[src/rtl/reg_writeback_queue_pkg.sv]
// Shared widths, the zero-register address and the queue entry layout for the
// register write-back queue.
package wb_pkg;
    localparam int DATA_W = 64;
    localparam int ADDR_W = 5;

    localparam logic [ADDR_W-1:0] XZR_ADDR = 5'd31;

    typedef struct packed {
        logic [ADDR_W-1:0] rd;
        logic [DATA_W-1:0] data;
    } wb_entry_t;
endpackage

[src/rtl/reg_writeback_queue_if.sv]
// Producer, bank-drain and bypass signals of the write-back queue.
// The slave modport is the queue side; master is the surrounding pipeline.
interface reg_writeback_queue_if #(
    parameter int DEPTH = 4
);
    import wb_pkg::*;
    localparam int CW = $clog2(DEPTH) + 1;

    logic              iExValid;
    logic              oExReady;
    logic [ADDR_W-1:0] iExRd;
    logic [DATA_W-1:0] iExData;
    logic              iMemValid;
    logic              oMemReady;
    logic [ADDR_W-1:0] iMemRd;
    logic [DATA_W-1:0] iMemData;
    logic              iDrainEn;
    logic              oRegWrite;
    logic [ADDR_W-1:0] oWriteAddr;
    logic [DATA_W-1:0] oWriteData;
    logic [ADDR_W-1:0] iLookupRm;
    logic [ADDR_W-1:0] iLookupRn;
    logic              oHitRm;
    logic [DATA_W-1:0] oDataRm;
    logic              oHitRn;
    logic [DATA_W-1:0] oDataRn;
    logic [CW-1:0]     oCount;
    logic              oEmpty;
    logic              oFull;

    modport slave (
        input  iExValid, iExRd, iExData, iMemValid, iMemRd, iMemData,
        input  iDrainEn, iLookupRm, iLookupRn,
        output oExReady, oMemReady, oRegWrite, oWriteAddr, oWriteData,
        output oHitRm, oDataRm, oHitRn, oDataRn, oCount, oEmpty, oFull
    );

    modport master (
        output iExValid, iExRd, iExData, iMemValid, iMemRd, iMemData,
        output iDrainEn, iLookupRm, iLookupRn,
        input  oExReady, oMemReady, oRegWrite, oWriteAddr, oWriteData,
        input  oHitRm, oDataRm, oHitRn, oDataRn, oCount, oEmpty, oFull
    );
endinterface

[src/rtl/reg_writeback_queue_fifo.sv]
// In-order entry storage for the write-back queue. The view ports present the
// occupied entries in age order (index 0 = head) for the bypass search.
module wb_fifo
    import wb_pkg::*;
#(
    parameter  int DEPTH = 4,
    localparam int PW    = $clog2(DEPTH),
    localparam int CW    = PW + 1
) (
    input  logic             clk,
    input  logic             rst_n,
    input  logic             push,
    input  wb_entry_t        push_entry,
    input  logic             pop,
    output logic [CW-1:0]    count,
    output logic             empty,
    output logic             full,
    output wb_entry_t        view_entry [DEPTH],
    output logic [DEPTH-1:0] view_valid
);
    wb_entry_t      mem_q [DEPTH];
    wb_entry_t      mem_d [DEPTH];
    logic [PW-1:0]  rd_ptr_q, rd_ptr_d;
    logic [PW-1:0]  wr_ptr_q, wr_ptr_d;
    logic [CW-1:0]  count_q, count_d;

    always_comb begin
        mem_d    = mem_q;
        rd_ptr_d = rd_ptr_q;
        wr_ptr_d = wr_ptr_q;
        if (push) begin
            mem_d[wr_ptr_q] = push_entry;
            wr_ptr_d        = wr_ptr_q + PW'(1);
        end
        if (pop) begin
            rd_ptr_d = rd_ptr_q + PW'(1);
        end
        count_d = count_q + CW'(push) - CW'(pop);
    end

    always_ff @(posedge clk or negedge rst_n) begin
        if (!rst_n) begin
            for (int i = 0; i < DEPTH; i++) mem_q[i] <= '0;
            rd_ptr_q <= '0;
            wr_ptr_q <= '0;
            count_q  <= '0;
        end else begin
            mem_q    <= mem_d;
            rd_ptr_q <= rd_ptr_d;
            wr_ptr_q <= wr_ptr_d;
            count_q  <= count_d;
        end
    end

    always_comb begin
        for (int i = 0; i < DEPTH; i++) begin
            view_entry[i] = mem_q[rd_ptr_q + PW'(i)];
            view_valid[i] = (CW'(i) < count_q);
        end
    end

    assign count = count_q;
    assign empty = (count_q == '0);
    assign full  = (count_q == CW'(DEPTH));
endmodule

[src/rtl/reg_writeback_queue.sv]
// Write-back queue in front of the register bank: arbitrates EX/MEM results,
// drops zero-register writes, drains in order and serves pending-value bypass.
module reg_writeback_queue
    import wb_pkg::*;
#(
    parameter int DEPTH = 4
) (
    input logic                  iCLK,
    input logic                  iReset_n,
    reg_writeback_queue_if.slave wb
);
    localparam int CW = $clog2(DEPTH) + 1;

    logic             fifo_push;
    logic             fifo_pop;
    logic [CW-1:0]    fifo_count;
    logic             fifo_empty;
    logic             fifo_full;
    wb_entry_t        view_entry [DEPTH];
    logic [DEPTH-1:0] view_valid;
    wb_entry_t        sel_entry;
    logic             space, mem_fire, ex_fire;
    logic             hit_rm, hit_rn;
    logic [DATA_W-1:0] data_rm, data_rn;

    wb_fifo #(.DEPTH(DEPTH)) u_fifo (
        .clk        (iCLK),
        .rst_n      (iReset_n),
        .push       (fifo_push),
        .push_entry (sel_entry),
        .pop        (fifo_pop),
        .count      (fifo_count),
        .empty      (fifo_empty),
        .full       (fifo_full),
        .view_entry (view_entry),
        .view_valid (view_valid)
    );

    // A pop in the same cycle frees the slot a push needs, so full + drain still accepts.
    assign fifo_pop = wb.iDrainEn & ~fifo_empty;
    assign space    = ~fifo_full | fifo_pop;
    assign mem_fire = wb.iMemValid & space;
    assign ex_fire  = wb.iExValid & space & ~wb.iMemValid;

    always_comb begin
        sel_entry = mem_fire ? wb_entry_t'{rd: wb.iMemRd, data: wb.iMemData}
                             : wb_entry_t'{rd: wb.iExRd,  data: wb.iExData};
        fifo_push = (mem_fire | ex_fire) & (sel_entry.rd != XZR_ADDR);
    end

    // Ascending scan runs oldest to newest, so the last match is the newest value.
    always_comb begin
        hit_rm  = 1'b0;
        data_rm = '0;
        hit_rn  = 1'b0;
        data_rn = '0;
        for (int i = 0; i < DEPTH; i++) begin
            if (view_valid[i] && view_entry[i].rd == wb.iLookupRm && wb.iLookupRm != XZR_ADDR) begin
                hit_rm  = 1'b1;
                data_rm = view_entry[i].data;
            end
            if (view_valid[i] && view_entry[i].rd == wb.iLookupRn && wb.iLookupRn != XZR_ADDR) begin
                hit_rn  = 1'b1;
                data_rn = view_entry[i].data;
            end
        end
    end

    assign wb.oMemReady  = space;
    assign wb.oExReady   = space & ~wb.iMemValid;
    assign wb.oRegWrite  = fifo_pop;
    assign wb.oWriteAddr = fifo_empty ? '0 : view_entry[0].rd;
    assign wb.oWriteData = fifo_empty ? '0 : view_entry[0].data;
    assign wb.oHitRm     = hit_rm;
    assign wb.oDataRm    = data_rm;
    assign wb.oHitRn     = hit_rn;
    assign wb.oDataRn    = data_rn;
    assign wb.oCount     = fifo_count;
    assign wb.oEmpty     = fifo_empty;
    assign wb.oFull      = fifo_full;
endmodule

[src/flat_wrapper.sv]
// flat-port wrapper written by rule: the top's interface ports become plain ports
module reg_writeback_queue_flat import wb_pkg::*;
#(
    parameter int DEPTH = 4
)
  (iCLK, iReset_n, wb_iExValid, wb_iExRd, wb_iExData, wb_iMemValid, wb_iMemRd, wb_iMemData, wb_iDrainEn, wb_iLookupRm, wb_iLookupRn, wb_oExReady, wb_oMemReady, wb_oRegWrite, wb_oWriteAddr, wb_oWriteData, wb_oHitRm, wb_oDataRm, wb_oHitRn, wb_oDataRn, wb_oCount, wb_oEmpty, wb_oFull);
  reg_writeback_queue_if #(.DEPTH(DEPTH)) wb_i ();
  input logic iCLK;
  input logic iReset_n;
  input wire logic [$bits(wb_i.iExValid)-1:0] wb_iExValid;
  input wire logic [$bits(wb_i.iExRd)-1:0] wb_iExRd;
  input wire logic [$bits(wb_i.iExData)-1:0] wb_iExData;
  input wire logic [$bits(wb_i.iMemValid)-1:0] wb_iMemValid;
  input wire logic [$bits(wb_i.iMemRd)-1:0] wb_iMemRd;
  input wire logic [$bits(wb_i.iMemData)-1:0] wb_iMemData;
  input wire logic [$bits(wb_i.iDrainEn)-1:0] wb_iDrainEn;
  input wire logic [$bits(wb_i.iLookupRm)-1:0] wb_iLookupRm;
  input wire logic [$bits(wb_i.iLookupRn)-1:0] wb_iLookupRn;
  output wire logic [$bits(wb_i.oExReady)-1:0] wb_oExReady;
  output wire logic [$bits(wb_i.oMemReady)-1:0] wb_oMemReady;
  output wire logic [$bits(wb_i.oRegWrite)-1:0] wb_oRegWrite;
  output wire logic [$bits(wb_i.oWriteAddr)-1:0] wb_oWriteAddr;
  output wire logic [$bits(wb_i.oWriteData)-1:0] wb_oWriteData;
  output wire logic [$bits(wb_i.oHitRm)-1:0] wb_oHitRm;
  output wire logic [$bits(wb_i.oDataRm)-1:0] wb_oDataRm;
  output wire logic [$bits(wb_i.oHitRn)-1:0] wb_oHitRn;
  output wire logic [$bits(wb_i.oDataRn)-1:0] wb_oDataRn;
  output wire logic [$bits(wb_i.oCount)-1:0] wb_oCount;
  output wire logic [$bits(wb_i.oEmpty)-1:0] wb_oEmpty;
  output wire logic [$bits(wb_i.oFull)-1:0] wb_oFull;
  assign wb_i.iExValid = wb_iExValid;
  assign wb_i.iExRd = wb_iExRd;
  assign wb_i.iExData = wb_iExData;
  assign wb_i.iMemValid = wb_iMemValid;
  assign wb_i.iMemRd = wb_iMemRd;
  assign wb_i.iMemData = wb_iMemData;
  assign wb_i.iDrainEn = wb_iDrainEn;
  assign wb_i.iLookupRm = wb_iLookupRm;
  assign wb_i.iLookupRn = wb_iLookupRn;
  assign wb_oExReady = wb_i.oExReady;
  assign wb_oMemReady = wb_i.oMemReady;
  assign wb_oRegWrite = wb_i.oRegWrite;
  assign wb_oWriteAddr = wb_i.oWriteAddr;
  assign wb_oWriteData = wb_i.oWriteData;
  assign wb_oHitRm = wb_i.oHitRm;
  assign wb_oDataRm = wb_i.oDataRm;
  assign wb_oHitRn = wb_i.oHitRn;
  assign wb_oDataRn = wb_i.oDataRn;
  assign wb_oCount = wb_i.oCount;
  assign wb_oEmpty = wb_i.oEmpty;
  assign wb_oFull = wb_i.oFull;
  reg_writeback_queue #(.DEPTH(DEPTH)) u_core (.iCLK(iCLK), .iReset_n(iReset_n), .wb(wb_i));
endmodule
[config.mk]
export PLATFORM = sky130hd
export DESIGN_NAME = reg_writeback_queue_flat
export DESIGN_NICKNAME = d
export VERILOG_FILES = /design/src/rtl/reg_writeback_queue_pkg.sv /design/src/rtl/reg_writeback_queue_if.sv /design/src/rtl/reg_writeback_queue_fifo.sv /design/src/rtl/reg_writeback_queue.sv /design/src/flat_wrapper.sv
export SDC_FILE = /design/constraint.sdc
export NUM_CORES = 1
export LEC_CHECK = 0
export CORE_MARGIN = 5
export CORE_UTILIZATION = 57
export CTS_CLUSTER_DIAMETER = 50
export DETAILED_ROUTE_END_ITERATION = 8
export DONT_BUFFER_PORTS = 1
export PLACE_DENSITY = 0.8
export SYNTH_ARGS = -nofsm -noshare
export SYNTH_HDL_FRONTEND = slang
export SYNTH_SLANG_ARGS = --single-unit
[constraint.sdc]
create_clock -name iCLK -period 9.36 [get_ports iCLK]
set_input_delay 1.872 -clock iCLK [delete_from_list [all_inputs] [get_ports iCLK]]
set_output_delay 1.872 -clock iCLK [all_outputs]
set_load 0.02 [all_outputs]
==> run_results.csv, run 1 <==
group,metric,value,unit
status,status,"completed",
clock_tree,cts_tree,"yes",
logic_synthesis,syn-cell-area,22700,sq um
clock_tree,postCtsHoldBufs,0,
sta,finalHoldViolations,0,
route,drc,0,
die,fp.dieW,209,um
layout,drive_above_1_share,0.230,
layout,antenna_cells,0,
clock_tree,post_cts_buffers,0,
layout,fin_nets,2043,
route,met3_length,4520,um
route,via_per_inst,7.06,
sta,slew_headroom,0.225,
pwr,p_int,0.00562,W
critical_path,cp_max_fo,59,
global_routing,grt-ovfl-total,0,
sta,worst_slew_pin_slew,1160,ps
sta,setup_viol,0,
route,wl_met1,25600,um
critical_path,crit_buf_inv,1,
route,wl_met2,30700,um
global_routing,grt_pass1_vias,17414,
clock_tree,cts-resized-gates,0,
placed_design,port_buffers,0,
critical_path,critPathLaunchType,"register",
route,drtAntennaViolNets,0,
sta,rsz0062_at_grt,"false",
route,drt-wirelength-per-cell,26.0,um
pwr,p_sw_frac,0.489,
route,drt_iter0_drc,1471,
logic_synthesis,ys.flop_type,"dfrtp_1",
pwr,clkPwrFrac,0.127,
critical_path,worst_ep_required_time,7490,ps
sta,whs,514,ps
pwr,p_per_area,463,nW/um^2
sta,clock_skew,26.4,ps
sta,maxSlewViolCount,0,
global_routing,antenna_found_initial,0,
placed_design,dp_hpwl,41600,um
clock_tree,h-tree-depth,2,
critical_path,worstPathCellList,"mux4_2, xor2_1, a2111oi_2, o21ai_4, buf_4, o21ai_1, nand3_4, o221ai_1",
pwr,ir_worst_vdd,270,uV
pwr,pwr-share-comb,0.635,
clock_tree,cts_made_buffers,37,
logic_synthesis,syn_avg_cell_area,11.3,sq um
layout,ff_latch_area,7090,sq um
route,vias,17168,
pwr,p_leak,9.60,nW
clock_tree,clockBufferDepth,3,
logic_synthesis,synth_seq_cells,283,
sta,fin_crit_sh,0.761,
sta,period_needed,7120,ps
sta,tns,0,ps
clock_tree,clk_pin_slew,60,ps
die,start_util,0.573,
global_routing,grt_max_degree,284,
clock_tree,clock-sinks,283,
critical_path,cp_slowest_cell,"dfrtp_4",
sta,fin_ws,2240,ps
layout,final_common_cell,"dfrtp_1",
layout,mostFrequentLayoutCells,"dfrtp_1, mux2_1, mux2i_1",
logic_synthesis,yosysSeqAreaShare,0.313,
critical_path,worst_setup_path_end_kind,"output pin",
critical_path,critical_path_class,"register to output pin",
logic_synthesis,yosysWarnings,0,
layout,multi_input_area,14500,sq um
pwr,switching_power,0.00537,W
logic_synthesis,netlist_instances,2007,
global_routing,grt_usage,0.277,
layout,nFillCells,3136,
critical_path,path_delay_family,"compound AO/OA/AOI/OAI gates",
die,die_height,209,um
placed_design,post-place-ws,2610,ps
logic_synthesis,synth_edf_count,0,
critical_path,cp_data_arrival_time,5250,ps
logic_synthesis,ys_types,54,
hold_path,min_path_type,"register to register",
clock_tree,root_buffer,"clkbuf_16",
layout,area_delta_synth_final,4.83,%
logic_synthesis,async_flop_share,1.00,
critical_path,max_stage_delay,1040,ps
die,die-area,43800,sq um
sta,fmax,140,MHz
route,dr.pass1.iters,5,
die,core_area,39500,sq um
route,top_layer,"met4",
pwr,p_seq_frac,0.238,
route,drt_wl_total,63400,um
run,drv_cap,0,
die,num_rows,73,
die,io_pins,360,
placed_design,gp_congestion,0.920,
pwr,finalPower,0.0110,W
logic_synthesis,syn_nets,2169,
global_routing,grt_pass1_wl,99000,um
clock_tree,clk_latency,530,ps
[cell families (layout without fill, tap and decap cells)]
| group | after synthesis | after routing | synth area share |
|---|---|---|---|
| xor gates and xnor gates | 44 | 44 | 0.0170 |
| DFF | 283 | 283 | 0.313 |
| adders and majority gates | 9 | 9 | 0.00530 |
| AOI/OAI and AO/OA | 311 | 311 | 0.0946 |
| and+or+nand+nor | 346 | 346 | 0.0684 |
| muxes | 810 | 810 | 0.453 |
| buffers and inverters | 204 | 105 | 0.0487 |
[state kept, by name, indices dropped and copies added (netlist names)]
register	count
u_core.u_fifo.count	3
u_core.u_fifo.mem_q	276
u_core.u_fifo.wr_ptr_q	2
u_core.u_fifo.rd_ptr_q	2
[final timing paths]
| check | slack [ps] | endpoint | cells past startpoint | from |
|---|---|---|---|---|
| hold / removal | 510 | u_core.u_fifo.mem_q[1] | 1 | u_core.u_fifo.mem_q[1] |
| max in group asynchronous | 7880 | u_core.u_fifo.mem_q[193] | 0 | iReset_n |
| hold reg to reg | 510 | u_core.u_fifo.mem_q[1] | 1 | u_core.u_fifo.mem_q[1] |
| setup / recovery | 2240 | wb_oDataRm[29] | 8 | u_core.u_fifo.rd_ptr_q[0] |
| setup reg to reg | 4010 | u_core.u_fifo.mem_q[184] | 8 | u_core.u_fifo.count[0] |
| min in group asynchronous | 1050 | u_core.u_fifo.mem_q[15] | 0 | iReset_n |
[synthesized netlist by cell type, drive strengths merged (2+ instances only)]
cell type  instances  area, sq um
a2111oi            7         86.3
a211oi             3         22.5
a21oi             71          355
a221oi             5         43.8
buf              106          731
clkbuf            81          308
dfrtp            283         7080
ha                 8          100
inv               17         63.8
mux2             474         5340
mux2i            211         2120
mux4             125         2820
nand2            150          566
nand3              4         20.0
nand4              6         37.5
nor2              89          334
nor2b             68          425
nor3              20          105
nor4               2         12.5
o2111ai            5          114
o211ai             5         37.5
o21a               5         37.5
o21ai             82          410
o221ai            59          579
o22ai             61          382
o31ai              2         15.0
or3                3         18.8
xnor2             29          254
xor2              15          131
[area by class of cell]
type | count | area share
timing repair buffer | 22 | 0.00748
clock inverter | 18 | 0.00753
sequential | 283 | 0.299
inverter | 17 | 0.00279
multi-input combinational | 1520 | 0.612
clock buffer | 48 | 0.0438
tap | 525 | 0.0277
[worst register-to-register path, stage by stage (launching register included)]
cell       delay, ps
dfrtp_1          550
or4b_1           980
nand2_4          960
mux2i_1          360
or3_1            620
o2111ai_4        230
buf_4            450
buf_4            650
mux2_1           420
[metal layers]
| layer | track usage | up-vias |
|---|---|---|
| met5 | 0 | - |
| met4 | 0.114 | 0 |
| met3 | 0.0526 | 186 |
| met2 | 0.452 | 796 |
| met1 | 0.367 | 8827 |
| li1 | - | 7359 |
[power by group through the flow]
stage / Combinational [W] / Clock, W / Sequential, W
2_1_floorplan: 0.00585 / 0 / 0.00229
3_3_place_gp: 0.00671 / 0 / 0.00252
3_5_place_dp: 0.00688 / 0 / 0.00262
4_1_cts: 0.00693 / 0.00142 / 0.00260
5_1_grt: 0.00747 / 0.00147 / 0.00271
6_report: 0.00697 / 0.00140 / 0.00262
[metrics by stage]
| step | utilization | instances | cell area, sq um |
|---|---|---|---|
| after floorplan | - | 2007 | 22700 |
| after global placement | 0.570 | 2367 | 22500 |
| after detailed placement | 0.570 | 2367 | 22500 |
| after CTS | 0.600 | 2433 | 23700 |
| after global routing | 0.600 | 2433 | 23700 |
| final | 0.600 | 2433 | 23700 |
Power figures use the tool's default switching activity.
==> run 2, diff against run 1 <==
clock period = 6.8 ns   (was 9.36 ns; I/O delays follow)
==> run 2 against run 1 <==
  * Clock power is 47% higher
  * Sequential cell count is the same
  * Largest cell class unchanged
  * Wire length down 2.0%
  * Count of clock-buffer cells in the layout rose by 5
  * Cell area grew 2.1%
  * Global-route usage decreased by 0.53 points
  * Cell count grew 2.1%
  * Setup slack got worse by 1600 ps
  * Die area stayed put
==> run_results.csv, run 2 (synthesized netlist as in run 1, its figures left out) <==
group,metric,value,unit
critical_path,worst_ep_required_time,5440,ps
global_routing,grt_usage,0.272,
die,start_util,0.573,
layout,fin_nets,2094,
clock_tree,clk_latency,520,ps
sta,rsz0062_at_grt,"false",
route,drt_wl_total,62100,um
route,drc,0,
layout,top_register,"u_core.u_fifo.mem_q",
clock_tree,cts_tree,"yes",
critical_path,cp_max_fo,84,
placed_design,placed_cells,2418,
clock_tree,cts-resized-gates,0,
critical_path,worstPathCellList,"inv_4, buf_4, nand2_1, a2111oi_4, nand2_4, o211ai_1",
die,core_area,39500,sq um
clock_tree,h-tree-depth,2,
die,die-area,43800,sq um
layout,layoutNonFillerInstCount,2484,
global_routing,grt_pass1_vias,17218,
route,dr.pass1.iters,6,
route,drt-wirelength-per-cell,25.0,um
layout,mostFrequentLayoutCells,"dfrtp_1, mux2_1, mux2i_1",
die,num_rows,73,
critical_path,cp_slowest_cell,"o211ai_1",
placed_design,placed_area,22900,sq um
die,io_pins,360,
placed_design,dp_hpwl,40600,um
route,via_per_inst,6.86,
global_routing,grt_max_degree,284,
layout,final_common_cell,"dfrtp_1",
pwr,p_leak,9.91,nW
sta,setup_viol,0,
clock_tree,post_cts_buffers,0,
die,fp.dieW,209,um
pwr,ir_worst_vdd,411,uV
pwr,p_per_area,634,nW/um^2
sta,period_needed,6170,ps
status,status,"completed",
route,drtAntennaViolNets,0,
sta,worst_slew_pin_slew,1100,ps
clock_tree,clock-sinks,283,
clock_tree,clk_pin_slew,60,ps
sta,clock_skew,12.7,ps
critical_path,worst_setup_path_end_kind,"output pin",
critical_path,path_delay_family,"compound AO/OA/AOI/OAI gates",
sta,finalHoldViolations,0,
global_routing,grt_pass1_wl,97500,um
layout,largest_register_ffs,276,
clock_tree,clockBufferDepth,3,
clock_tree,root_buffer,"clkbuf_16",
sta,fmax,162,MHz
sta,maxSlewViolCount,0,
clock_tree,postCtsHoldBufs,0,
run,drv_cap,0,
critical_path,critical_path_class,"register to output pin",
route,vias,17038,
hold_path,min_path_type,"register to register",
placed_design,port_buffers,0,
layout,nFillCells,3071,
die,die_height,209,um
global_routing,antenna_found_initial,0,
sta,slew_headroom,0.264,
clock_tree,cts_made_buffers,37,
layout,drive_above_1_share,0.249,
route,drt_iter0_drc,1463,
critical_path,cp_data_arrival_time,4810,ps
global_routing,grt-ovfl-total,0,
layout,area_delta_synth_final,7.00,%
critical_path,max_stage_delay,900,ps
layout,fin_area,24200,sq um
sta,fin_crit_sh,0.907,
placed_design,gp_congestion,0.917,
critical_path,crit_buf_inv,2,
sta,tns,0,ps
critical_path,critPathLaunchType,"register",
==> run 2: cell types whose count changed in the layout (fill, tap and decap cells not counted), sizes merged <==
cell / before / now
buf: 22 / 73
clkinv: 12 / 3
clkbuf: 48 / 53
bufinv: 2 / 5
diode: 0 / 1
==> run 2: through the flow <==
| stage | hold WS, ps | total power, W | setup WS, ps | util |
|---|---|---|---|---|
| after floorplan | 477 | 0.0112 | 2070 | - |
| after global placement | 489 | 0.0128 | 1410 | 0.580 |
| after detailed placement | 499 | 0.0132 | 1320 | 0.580 |
| after CTS | 513 | 0.0153 | 757 | 0.613 |
| after global routing | 525 | 0.0163 | 477 | 0.613 |
| final | 513 | 0.0154 | 635 | 0.613 |
==> run 2: report_power, final <==
| group | total [W] | switching, W | internal [W] |
|---|---|---|---|
| combinational | 0.00974 | 0.00560 | 0.00414 |
| clock | 0.00206 | 0.000734 | 0.00133 |
| sequential | 0.00357 | 0.000993 | 0.00258 |
==> run 2: area by class of cell <==
class	instances	area, sq um	share of cell area
Timing Repair Buffer	73	573	0.0236
Sequential cell	283	7090	0.292
Multi-Input combinational cell	1520	14500	0.600
Antenna cell	1	2.50	0.000103
Clock buffer	53	1110	0.0457
Clock inverter	12	205	0.00846
Inverter	17	66.3	0.00274
Tap cell	525	657	0.0271
==> run 2: worst reg2reg max path: cells and delay by family (launching register included) <==
family / cells / cell delay [ps]
buffers and inverters: 3 / 220
muxes: 1 / 500
xor gates and xnor gates: 1 / 170
adders and majority gates: 3 / 820
and+or+nand+nor: 2 / 1190
DFF: 1 / 520
AOI/OAI and AO/OA: 2 / 810
==> run 2: routing by layer <==
metal  global-route usage  wire, um  vias to the layer above
li1                     -         -                     7439
met4                0.102      2160                        0
met5                    0         0                        -
met1                0.368     25500                     8656
met3               0.0481      4380                      152
met2                0.442     30100                      791
==> run 2: path summary, 6_finish.rpt <==
| check | startpoint | end | slack [ps] | depth (start not counted) |
|---|---|---|---|---|
| max | u_core.u_fifo.rd_ptr_q[1] | wb_oDataRm[35] | 630 | 6 |
| min | u_core.u_fifo.mem_q[139] | u_core.u_fifo.mem_q[139] | 510 | 1 |
| max reg2reg | u_core.u_fifo.count[0] | u_core.u_fifo.count[2] | 2470 | 12 |
| min reg2reg | u_core.u_fifo.mem_q[139] | u_core.u_fifo.mem_q[139] | 510 | 1 |
| max in group asynchronous | iReset_n | u_core.u_fifo.mem_q[202] | 5630 | 0 |
| min in group asynchronous | iReset_n | u_core.u_fifo.mem_q[15] | 550 | 0 |
==> run 3, diff against run 2 <==
SYNTH_HIERARCHICAL = 1   (was default)
==> run 3 against run 2 <==
  * Hold slack worse by 5.1 ps
  * Synthesized cell count up 4.3%
  * Via count up 16%
  * Register-to-register slack worse by 120 ps
  * Cell area up 4.5%
  * Cell count up 0.97%
  * Setup slack better by 360 ps
  * Sequential cell count unchanged
  * Count of clock-buffer cells in the layout down 5
  * Fmax up 6.2%
  * Critical path type unchanged
==> run_results.csv, run 3 <==
group,metric,value,unit
global_routing,grt-ovfl-total,0,
status,status,"completed",
sta,tns,0,ps
logic_synthesis,ys.flop_type,"dfrtp_1",
logic_synthesis,netlist_instances,2093,
logic_synthesis,ys_types,57,
critical_path,reg2reg_depth,13,
global_routing,grt_usage,0.319,
sta,rsz0062_at_grt,"false",
clock_tree,cts-resized-gates,0,
placed_design,dp_hpwl,47000,um
critical_path,worst_ep_required_time,5440,ps
route,dr.pass1.iters,7,
logic_synthesis,syn-cell-area,24400,sq um
logic_synthesis,synth.most_common_cell,"mux2_2",
clock_tree,clk_pin_slew,60,ps
hold_path,min_path_type,"input port to async pin",
die,num_rows,75,
die,die_height,217,um
critical_path,path_depth,6,
route,drt_iter0_drc,2961,
clock_tree,clockBufferDepth,3,
sta,fin_ws,995,ps
clock_tree,cts_made_buffers,38,
layout,layoutNonFillerInstCount,2508,
sta,finalHoldViolations,0,
global_routing,met2_usage,0.499,
global_routing,grt_max_degree,284,
global_routing,grt_pass1_wl,118000,um
logic_synthesis,synth_edf_count,0,
placed_design,placed_cells,2441,
clock_tree,clk_latency,550,ps
global_routing,gr-usage-met1,0.392,
critical_path,worstPathCellList,"mux4_2, xnor2_1, nand4_1, or2_1, nor2_4, a221oi_1",
route,drt-wirelength-per-cell,30.7,um
die,start_util,0.578,
sta,slew_headroom,0.145,
critical_path,crit_buf_inv,0,
critical_path,cp_max_fo,26,
route,drc,0,
layout,top_register,"u_core/u_fifo/mem_q",
clock_tree,postCtsHoldBufs,0,
logic_synthesis,synth_top_area_frac,0.291,
logic_synthesis,synth_area_leader_cell,"dfrtp_1",
layout,area_delta_synth_final,3.99,%
die,io_pins,360,
layout,largest_register_ffs,276,
logic_synthesis,synth_common_cells,"mux2_2, dfrtp_1, mux4_2",
critical_path,critical_path_class,"register to output pin",
global_routing,grt.busiest_layer,"met2",
route,drt_wl_total,76900,um
layout,mostFrequentLayoutCells,"mux2_2, dfrtp_1, mux4_2",
layout,fin_nets,2104,
sta,period_needed,5810,ps
logic_synthesis,yosys-top-cells-area,"dfrtp_1, mux4_2, mux2_2",
sta,setup_viol,0,
critical_path,worst_setup_path_end_kind,"output pin",
die,core_area,42100,sq um
route,via_per_inst,7.86,
placed_design,port_buffers,0,
placed_design,gp_congestion,0.935,
logic_synthesis,async_flop_share,1.00,
sta,whs,508,ps
sta,fin_crit_sh,0.854,
global_routing,grt_pass1_vias,20072,
route,drtAntennaViolNets,0,
global_routing,antenna_found_initial,0,
logic_synthesis,syn_nets,2255,
logic_synthesis,synth_seq_cells,283,
logic_synthesis,syn_avg_cell_area,11.6,sq um
die,fp.dieW,217,um
layout,final_common_cell,"mux2_2",
clock_tree,root_buffer,"clkbuf_16",
sta,clock_skew,20.2,ps
critical_path,cp_slowest_cell,"nor2_4",
critical_path,max_stage_delay,1080,ps
clock_tree,cts_tree,"yes",
clock_tree,clock-sinks,283,
run,drv_cap,0,
die,die-area,47000,sq um
critical_path,cp_data_arrival_time,4450,ps
sta,maxSlewViolCount,0,
clock_tree,post_cts_buffers,0,
critical_path,critPathLaunchType,"register",
sta,fmax,172,MHz
placed_design,post-place-ws,1380,ps
critical_path,path_delay_family,"simple AND/OR/NAND/NOR gates",
global_routing,grt.met3_usage,0.105,
logic_synthesis,yosysSeqAreaShare,0.291,
route,vias,19715,
layout,antenna_cells,0,
clock_tree,h-tree-depth,2,
layout,drive_above_1_share,0.366,
sta,worst_slew_pin_slew,1280,ps
logic_synthesis,yosysWarnings,6,
==> run 3: changes by cell type in the layout (fill, tap and decap cells not counted), sizes merged, moves of 29 or more <==
cell and change:
a211oi +29, a21oi -41, buf -30, inv +87, mux2 -129, mux2i -177, mux4 +151, nand3 +84
nor4 +51, o21ai +49, o221ai -59, o22ai -33, o311a +64
==> run 3: stage by stage <==
stage,area [sq um],util
6_report,25300,0.601
5_1_grt,25300,0.601
4_1_cts,25300,0.601
3_5_place_dp,24000,0.570
3_3_place_gp,24000,0.570
2_1_floorplan,24400,-
==> run 3: layout make-up <==
class / count / area, sq um
Fill cell: 3239 / 16800
Multi-Input combinational cell: 1474 / 15500
Sequential cell: 283 / 7090
Clock buffer: 48 / 1060
Tap cell: 539 / 674
Inverter: 102 / 383
Timing Repair Buffer: 43 / 348
Clock inverter: 19 / 255
==> run 3: cell families (layout without fill, tap and decap cells) <==
logic type | after synthesis | after routing | share of synthesized area
buf+inv | 336 | 212 | 0.0760
compound gates | 322 | 322 | 0.0899
simple gates | 444 | 444 | 0.0917
xor+xnor | 44 | 44 | 0.0181
mux | 655 | 655 | 0.429
fa+ha+maj | 9 | 9 | 0.00493
flops | 283 | 283 | 0.291
==> run 3: final timing paths <==
| check | startpoint | to | slack, ps |
|---|---|---|---|
| min in group iCLK | u_core/u_fifo/wr_ptr_q[0] | u_core/u_fifo/wr_ptr_q[0] | 530 |
| worst max-delay path | u_core/u_fifo/rd_ptr_q[0] | wb_oDataRn[0] | 990 |
| max in group asynchronous | iReset_n | u_core/u_fifo/mem_q[111] | 5610 |
| worst min-delay path | iReset_n | u_core/u_fifo/mem_q[274] | 510 |
| worst min register to register | u_core/u_fifo/wr_ptr_q[0] | u_core/u_fifo/wr_ptr_q[0] | 530 |
| worst max register to register | u_core/u_fifo/count[2] | u_core/u_fifo/mem_q[161] | 2350 |
==> run 3: layer usage <==
metal / routed length (um) / up-vias
li1: - / 7794
met4: 4920 / 0
met1: 25700 / 9855
met5: 0 / -
met2: 36100 / 1652
met3: 10200 / 414
==> run 3: worst reg2reg max path, delay by kind of cell (launching register included) <==
kind | cells | cell delay, ps
multiplexers | 2 | 780
AND/OR/NAND/NOR | 3 | 990
flip-flops | 1 | 560
buffers and inverters | 6 | 1650
AO/OA/AOI/OAI | 2 | 330
Power of run 3 is not shown: default switching activity piles up to over one toggle a cycle in this logic, so the estimate is an artifact.
